### src/rtl/hazard_pkg.sv
// hazard_pkg: result/forward codes, scoreboard entry and Tnew/match helpers
package hazard_pkg;
  localparam logic [1:0] RES_NW = 2'd0, RES_ALU = 2'd1, RES_DM = 2'd2, RES_PC = 2'd3;
  localparam logic [1:0] FWD_RF = 2'd0, FWD_E = 2'd1, FWD_M = 2'd2, FWD_W = 2'd3;
  typedef enum logic [1:0] {STG_E, STG_M, STG_W} stg_t;
  typedef struct packed {
    logic [4:0] wa;
    logic [1:0] res;
  } sb_t;
  localparam sb_t SB_BUBBLE = '{wa: 5'd0, res: RES_NW};
  function automatic logic [1:0] tnew(input stg_t stg, input logic [1:0] res);
    return stg == STG_E ? (res == RES_ALU ? 2'd1 : res == RES_DM ? 2'd2 : 2'd0)
         : (stg == STG_M && res == RES_DM) ? 2'd1 : 2'd0;
  endfunction
  function automatic logic hit(input sb_t s, input logic [4:0] r);
    return r != 5'd0 && s.wa == r && s.res != RES_NW;
  endfunction
endpackage

### src/rtl/hazard_md_timer.sv
// hazard_md_timer: multiply/divide busy counter
module hazard_md_timer #(
  parameter int MULT_CYCLES = 5,
  parameter int DIV_CYCLES  = 10,
  parameter int CNT_W       = 4
) (
  input  logic clk,
  input  logic rst_n,
  input  logic start,
  input  logic div,
  output logic busy
);
  logic [CNT_W-1:0] cnt_q, cnt_d;
  always_comb
    cnt_d = start ? (div ? CNT_W'(DIV_CYCLES) : CNT_W'(MULT_CYCLES)) : cnt_q - CNT_W'(cnt_q != '0);
  always_ff @(posedge clk or negedge rst_n)
    if (!rst_n) cnt_q <= '0;
    else        cnt_q <= cnt_d;
  assign busy = cnt_q != '0;
endmodule

### src/rtl/hazard_ctrl.sv
// hazard_ctrl: E/M/W writer scoreboard, stall generation and forwarding selects
module hazard_ctrl import hazard_pkg::*; #(
  parameter int MULT_CYCLES = 5,
  parameter int DIV_CYCLES  = 10,
  parameter int CNT_W       = 4
) (
  input  logic       clk,
  input  logic       rst_n,
  input  logic       d_tuse_rs0,
  input  logic       d_tuse_rs1,
  input  logic       d_tuse_rt0,
  input  logic       d_tuse_rt1,
  input  logic       d_tuse_rt2,
  input  logic [4:0] d_a1,
  input  logic [4:0] d_a2,
  input  logic [4:0] d_wa,
  input  logic [1:0] d_res,
  input  logic       d_md_start,
  input  logic       d_md_div,
  input  logic       d_md_use,
  output logic       stall,
  output logic       md_busy,
  output logic [1:0] fwd_rs_d,
  output logic [1:0] fwd_rt_d,
  output logic [1:0] fwd_rs_e,
  output logic [1:0] fwd_rt_e,
  output logic       fwd_rt_m
);
  sb_t e_q, m_q, w_q, e_d, m_d, w_d;
  logic [4:0] e_a1_q, e_a2_q, m_a2_q, e_a1_d, e_a2_d, m_a2_d;
  logic [1:0] tn_e, tn_m, t_rs, t_rt;
  logic stall_rs, stall_rt, md_stall;
  hazard_md_timer #(.MULT_CYCLES(MULT_CYCLES), .DIV_CYCLES(DIV_CYCLES), .CNT_W(CNT_W)) u_md (
    .clk  (clk),
    .rst_n(rst_n),
    .start(d_md_start && !stall),
    .div  (d_md_div),
    .busy (md_busy)
  );
  always_comb begin
    tn_e = tnew(STG_E, e_q.res);
    tn_m = tnew(STG_M, m_q.res);
    t_rs = d_tuse_rs0 ? 2'd0 : 2'd1;
    t_rt = d_tuse_rt0 ? 2'd0 : d_tuse_rt1 ? 2'd1 : 2'd2;
    stall_rs = (d_tuse_rs0 || d_tuse_rs1) &&
               ((hit(e_q, d_a1) && tn_e > t_rs) || (hit(m_q, d_a1) && tn_m > t_rs));
    stall_rt = (d_tuse_rt0 || d_tuse_rt1 || d_tuse_rt2) &&
               ((hit(e_q, d_a2) && tn_e > t_rt) || (hit(m_q, d_a2) && tn_m > t_rt));
    md_stall = (d_md_start || d_md_use) && md_busy;
    stall = stall_rs || stall_rt || md_stall;
    e_d = stall ? SB_BUBBLE : sb_t'{d_wa, d_res};
    e_a1_d = stall ? 5'd0 : d_a1;
    e_a2_d = stall ? 5'd0 : d_a2;
    m_d = e_q;
    w_d = m_q;
    m_a2_d = e_a2_q;
    fwd_rs_d = (hit(e_q, d_a1) && tn_e == 2'd0) ? FWD_E : (hit(m_q, d_a1) && tn_m == 2'd0) ? FWD_M
             : hit(w_q, d_a1) ? FWD_W : FWD_RF;
    fwd_rt_d = (hit(e_q, d_a2) && tn_e == 2'd0) ? FWD_E : (hit(m_q, d_a2) && tn_m == 2'd0) ? FWD_M
             : hit(w_q, d_a2) ? FWD_W : FWD_RF;
    fwd_rs_e = (hit(m_q, e_a1_q) && tn_m == 2'd0) ? FWD_M : hit(w_q, e_a1_q) ? FWD_W : FWD_RF;
    fwd_rt_e = (hit(m_q, e_a2_q) && tn_m == 2'd0) ? FWD_M : hit(w_q, e_a2_q) ? FWD_W : FWD_RF;
    fwd_rt_m = hit(w_q, m_a2_q);
  end
  always_ff @(posedge clk or negedge rst_n)
    if (!rst_n) begin
      e_q    <= SB_BUBBLE;
      m_q    <= SB_BUBBLE;
      w_q    <= SB_BUBBLE;
      e_a1_q <= '0;
      e_a2_q <= '0;
      m_a2_q <= '0;
    end else begin
      e_q    <= e_d;
      m_q    <= m_d;
      w_q    <= w_d;
      e_a1_q <= e_a1_d;
      e_a2_q <= e_a2_d;
      m_a2_q <= m_a2_d;
    end
endmodule
### config.mk
export PLATFORM = sky130hd
export DESIGN_NAME = hazard_ctrl
export DESIGN_NICKNAME = d
export VERILOG_FILES = /design/src/rtl/hazard_pkg.sv /design/src/rtl/hazard_md_timer.sv /design/src/rtl/hazard_ctrl.sv
export SDC_FILE = /design/constraint.sdc
export NUM_CORES = 1
export LEC_CHECK = 0
export CORE_ASPECT_RATIO = 0.8
export CORE_MARGIN = 2
export CORE_UTILIZATION = 59
export CTS_BUF_LIST = sky130_fd_sc_hd__clkbuf_2 sky130_fd_sc_hd__clkbuf_4 sky130_fd_sc_hd__clkbuf_8
export DETAILED_ROUTE_END_ITERATION = 8
export PLACE_DENSITY_LB_ADDON = 0.3
export SYNTH_ARGS = -nofsm -noshare
export SYNTH_HDL_FRONTEND = slang
export SYNTH_SLANG_ARGS = --single-unit
export TNS_END_PERCENT = 10
### constraint.sdc
create_clock -name clk -period 11.45 [get_ports clk]
set_input_delay 3.435 -clock clk [delete_from_list [all_inputs] [get_ports clk]]
set_output_delay 3.435 -clock clk [all_outputs]
set_load 0.02 [all_outputs]
======== Word level (Yosys, flattened, before mapping) ========
Cells that the tools add are included.
storage, ports and cells
  bits in registers ....................... 40
  input bits .............................. 27
  output and inout bits ................... 11
operators by class
  add/sub/neg operators ................... 1
  order comparisons ....................... 4
  equal/unequal tests ..................... 14
  muxes and demuxes ....................... 21
  reduce and logical (&&, ||, !) cells .... 56
operators by type and width
  kind                                                                    number
  5-bit equality test                                                     11
  1-bit logical AND                                                       36
  2-bit two-way mux                                                       14
  5-bit nonzero test                                                      5
  5-bit two-way mux                                                       2
  1-bit logical OR                                                        8
  4-bit two-way mux                                                       2
  7-bit two-way mux                                                       1
  2-bit nonzero test                                                      3
  2-bit equality test (second input constant)                             2
  2-bit logical NOT                                                       2
  4-bit nonzero test                                                      1
  4-bit by 1-bit subtractor with 4-bit output                             1
  2-bit by 1-bit equality test with 1-bit output (second input constant)  1
  1-bit by 2-bit > comparator with 1-bit output                           1
  2-bit by 1-bit > comparator with 1-bit output                           1
  2-bit > comparator                                                      1
  1-bit two-way mux                                                       2
  1-bit > comparator                                                      1
  1-bit logical NOT                                                       1

======== Depth between registers and ports, before layout ========
  word-level depth ........................ 12
  gate-level depth with buffers ........... 10
  mapped depth without buffers ............ 9

======== Hierarchy ========
A second synthesis with hierarchy kept.
second synthesis, totals
  cells, all modules ...................... 241
  area total of the unflattened synthesis .. 2,377.3 um^2
modules (own cells, without submodules)
  module           instances  cells an instance  area each (um^2)
  hazard_ctrl      1          222                2,160.8
  hazard_md_timer  1          19                 216.5

======== Least setup slack after synthesis ========
OpenSTA, ideal clock, no wires.
  kind .................................... in2out
  start ................................... in d_tuse_rt0
  end ..................................... out stall
  data arrival time ....................... 5.017 ns
  required time ........................... 8.015 ns
  path slack .............................. 2.998 ns
  stages on the path ...................... 8
  buffers on the path ..................... 1
  path through ............................ or2_2 -> ha_1 -> nor2b_1 -> o221ai_1 -> nor4_2 -> nor4_4 -> buf_6 -> inv_2
between the ends
  cells in the longest elaborated chain, start to end .. 7
  elaborated cells between the ends (all ways) .. 11
  classes of those cells .................. order compare: 2; mux: 1; reduce/logical: 8
ends and longest elaborated chain
  item                                                                                        line               text
  start: declaration                                                                          hazard_ctrl.sv:11  input logic d_tuse_rt0,
  2-bit two-way mux                                                                           hazard_ctrl.sv:44  t_rt = d_tuse_rt0 ? 2'd0 : d_tuse_rt1 ? 2'd1 : 2'd2;
  2-bit > comparator / 1-bit by 2-bit > comparator with 1-bit output (equally long branches)  hazard_ctrl.sv:48  ((hit(e_q, d_a2) && tn_e > t_rt) || (hit(m_q, d_a2) && tn_m > t_rt));
  1-bit logical AND                                                                           hazard_ctrl.sv:48
  1-bit logical OR                                                                            hazard_ctrl.sv:48
  1-bit logical AND *                                                                         hazard_ctrl.sv:47  stall_rt = (d_tuse_rt0 || d_tuse_rt1 || d_tuse_rt2) &&
  1-bit logical OR * (2 in series)                                                            hazard_ctrl.sv:50  stall = stall_rs || stall_rt || md_stall;
  end: declaration                                                                            hazard_ctrl.sv:21  output logic stall,
Mark *: on every way between the ends. The rest lies on a longest branch, timed or not.

======== Final worst setup path ========
  start ................................... in d_a1[1]
  end ..................................... out stall
between the ends
  cells in the longest elaborated chain, start to end .. 8
  elaborated cells between the ends (all ways) .. 13
  classes of those cells .................. eq/ne: 2; reduce/logical: 11
ends and longest elaborated chain
  item                                                              line               text
  start: declaration                                                hazard_ctrl.sv:14  input logic [4:0] d_a1,
  5-bit equality test / 5-bit nonzero test (equally long branches)  hazard_pkg.sv:16   return r != 5'd0 && s.wa == r && s.res != RES_NW;
  1-bit logical AND (2 in series)                                   hazard_pkg.sv:16
  1-bit logical AND                                                 hazard_ctrl.sv:46  ((hit(e_q, d_a1) && tn_e > t_rs) || (hit(m_q, d_a1) && tn_m > t_rs));
  1-bit logical OR *                                                hazard_ctrl.sv:46
  1-bit logical AND *                                               hazard_ctrl.sv:45  stall_rs = (d_tuse_rs0 || d_tuse_rs1) &&
  1-bit logical OR * (2 in series)                                  hazard_ctrl.sv:50
Marks and branches as above.

==> impl_metrics.json <==
{
  "grtUsageMet3": 0.0658,
  "power_density_mw_per_mm2": 162,
  "pre_cts_slack_ns": 1.75,
  "finalSetupTns_ns": 0,
  "gr-max-usage-layer": "met2",
  "rrSetupSlack_ns": 8.95,
  "r2r-end": "e_a1_q[1]",
  "fill_cells": 255,
  "r2r_start": "e_q[0]",
  "design_area_mm2": 0.00283,
  "stdcell_count": 306,
  "wl_per_cell_um": 15.7,
  "rows": 20,
  "final_layout_size_suffix_gt1_frac": 0.0797,
  "clkTransAtPathRegs_ns": 0.07,
  "ys_top_cells_by_count": "43 x xnor2_1, 40 x dfrtp_1, 17 x and2_1",
  "seq_area_frac_synth": 0.431,
  "status": "finished, final reports clean",
  "gp_congestion": 0.888,
  "maxCapViolCount": 0,
  "drtIter0Drc": 90,
  "yosysMostFrequentCell": "xnor2_1",
  "h-tree-depth": 2,
  "yosysTopAreaCell": "dfrtp_1",
  "insertion_delay_ns": 0.30,
  "grt_overflow_total": 0,
  "worst-setup-path-type": "in2out",
  "fin_crit_sh": 0.848,
  "cts_hold_buf": 0,
  "chipWidth_um": 74.1,
  "worst_slack_ns": 1.74,
  "use_met1": 0.326,
  "slew_violations": 0,
  "via_per_inst": 5.57,
  "synth_area_leaders": "dfrtp_1 43%, xnor2_1 16%, xor2_1 4.9%",
  "worstHoldStart": "e_q[1]",
  "dieArea_mm2": 0.00446,
  "rsz0062_at_grt": "no",
  "synth_top_area_frac": 0.431,
  "worstMarginPinSlew_ns": 0.852,
  "die_h_um": 60.1,
  "p_total_mw": 0.458,
  "final_util": 0.749,
  "synth_edf_count": 0,
  "place_inst": 298,
  "min_period_ns": 9.71,
  "slowest_delay_ns": 0.61,
  "ios": 38,
  "n_antenna_cell": 0,
  "initial_core_util": 0.615,
  "hp-class": "reg2reg",
  "hold_end": "m_q[1]",
  "grt_max_degree": 41,
  "ctsLongestPathBuffers": 2,
  "met2_usage": 0.418,
  "drtAntennaViolNets": 0,
  "ys_warn_count": 0,
  "ys_types": 36,
  "reg2reg_depth": 8,
  "setup_viol": 0,
  "final_nets": 285,
  "async_reset_ff_frac": 1.00,
  "avgSynthCellArea_um2": 10.8,
  "cts_tree": "built",
  "ys_seq_elements": 40,
  "syn2layout_area_growth_pct": 21.9,
  "port_buffers": 37,
  "end_kind": "output pin",
  "critPathSlowestCell": "nor4_4",
  "synth-main-ff-cell": "dfrtp_1",
  "grt_first_pass_wirelength_mm": 8.21,
  "cts_resized": 0,
  "cts_root_buf": "clkbuf_8",
  "grt_pass1_vias": 1701,
  "post_cts_buffers": 0,
  "relSlewSlack": 0.432,
  "max_freq_mhz": 103,
  "drc": 0,
  "placed_area_mm2": 0.00271,
  "p_leak_nw": 1.16,
  "synthCells": 216,
  "start_kind": "input pin",
  "worstPathRequired_ns": 8.02,
  "clock_skew_ns": 0.00667,
  "core-area_mm2": 0.00378,
  "hold_depth": 0,
  "netlist_area_mm2": 0.00232,
  "cp_max_fo": 18,
  "final-hold-violation-count": 0,
  "irDropWorstVdd_v": 0.000123,
  "antenna_found_initial": 0,
  "finalWirelength_mm": 4.80,
  "worstPathArrival_ns": 6.28,
  "cp_cell_sequence": "clkdlybuf4s50_1 -> or4_4 -> o211ai_1 -> o21ai_1 -> nor4_4 -> inv_2 -> clkdlybuf4s50_1",
  "place_hpwl_mm": 3.62,
  "dr.pass1.iters": 4,
  "clkSinkCount": 40,
  "synth_nets": 251,
  "track_usage": 0.256,
  "crit_top_cell": "clkdlybuf4s50_1",
  "num_vias": 1705,
  "numCtsBuffers": 5,
  "hold_slack_ns": 0.414
}
report_power, final:
part	total (mW)	internal (mW)	switching, mW
logic	0.139	0.0725	0.0664
registers	0.197	0.166	0.0309
clock network	0.122	0.0713	0.0507
area by class of cell:
type,instances,area (um^2),area share
multi-input combinational,158,1240,0.440
sequential,40,1000,0.354
timing repair buffer,37,365,0.129
clock buffer,6,82.6,0.0292
tap,55,68.8,0.0243
clock inverter,2,38.8,0.0137
inverter,8,30.0,0.0106
placed cells by master (no fill, tap or decap), types with 7 or more instances in the layout:
master            n
inv_1             7
nand4_1           9
ha_1              8
dfrtp_1          40
xnor2_1          43
nor2_1            9
nor4_1            8
clkdlybuf4s50_1  36
xor2_1           13
and2_1           17
or4_1             7
kinds of logic (layout without fill, tap and decap cells):
| family | Yosys count | in the layout | synth area share |
|---|---|---|---|
| mux | 4 | 4 | 0.0172 |
| compound gates | 13 | 13 | 0.0361 |
| flops | 40 | 40 | 0.431 |
| fa+ha+maj | 8 | 8 | 0.0431 |
| simple gates | 77 | 77 | 0.228 |
| buf+inv | 18 | 53 | 0.0329 |
| xor+xnor | 56 | 56 | 0.211 |
registers in the layout, summed over array words and instances, names as in the netlist:
signal,count
m_a2_q,5
e_q,7
w_q,7
e_a2_q,5
u_md.cnt_q,4
e_a1_q,5
m_q,7
layer usage:
layer / vias to the layer above / share of wire
met4: 0 / 0.022
met2: 46 / 0.50
met3: 9 / 0.053
met1: 846 / 0.43
met5: - / 0
li1: 804 / -
worst max-delay path, delay by kind of cell:
kind / cells / cell delay [ns]
AO/OA/AOI/OAI: 2 / 0.51
AND/OR/NAND/NOR: 2 / 1.21
buffers and inverters: 3 / 1.12
worst max path at each step:
stage               startpoint    end  cells past startpoint
detailed placement  d_tuse_rt0  stall                      9
CTS                 d_tuse_rt0  stall                      9
global placement    d_tuse_rt0  stall                      9
finish                 d_a1[1]  stall                      7
floorplan           d_tuse_rt0  stall                      8
global route        d_tuse_rt0  stall                      9
Note: power is estimated with default switching activity, not from simulation.
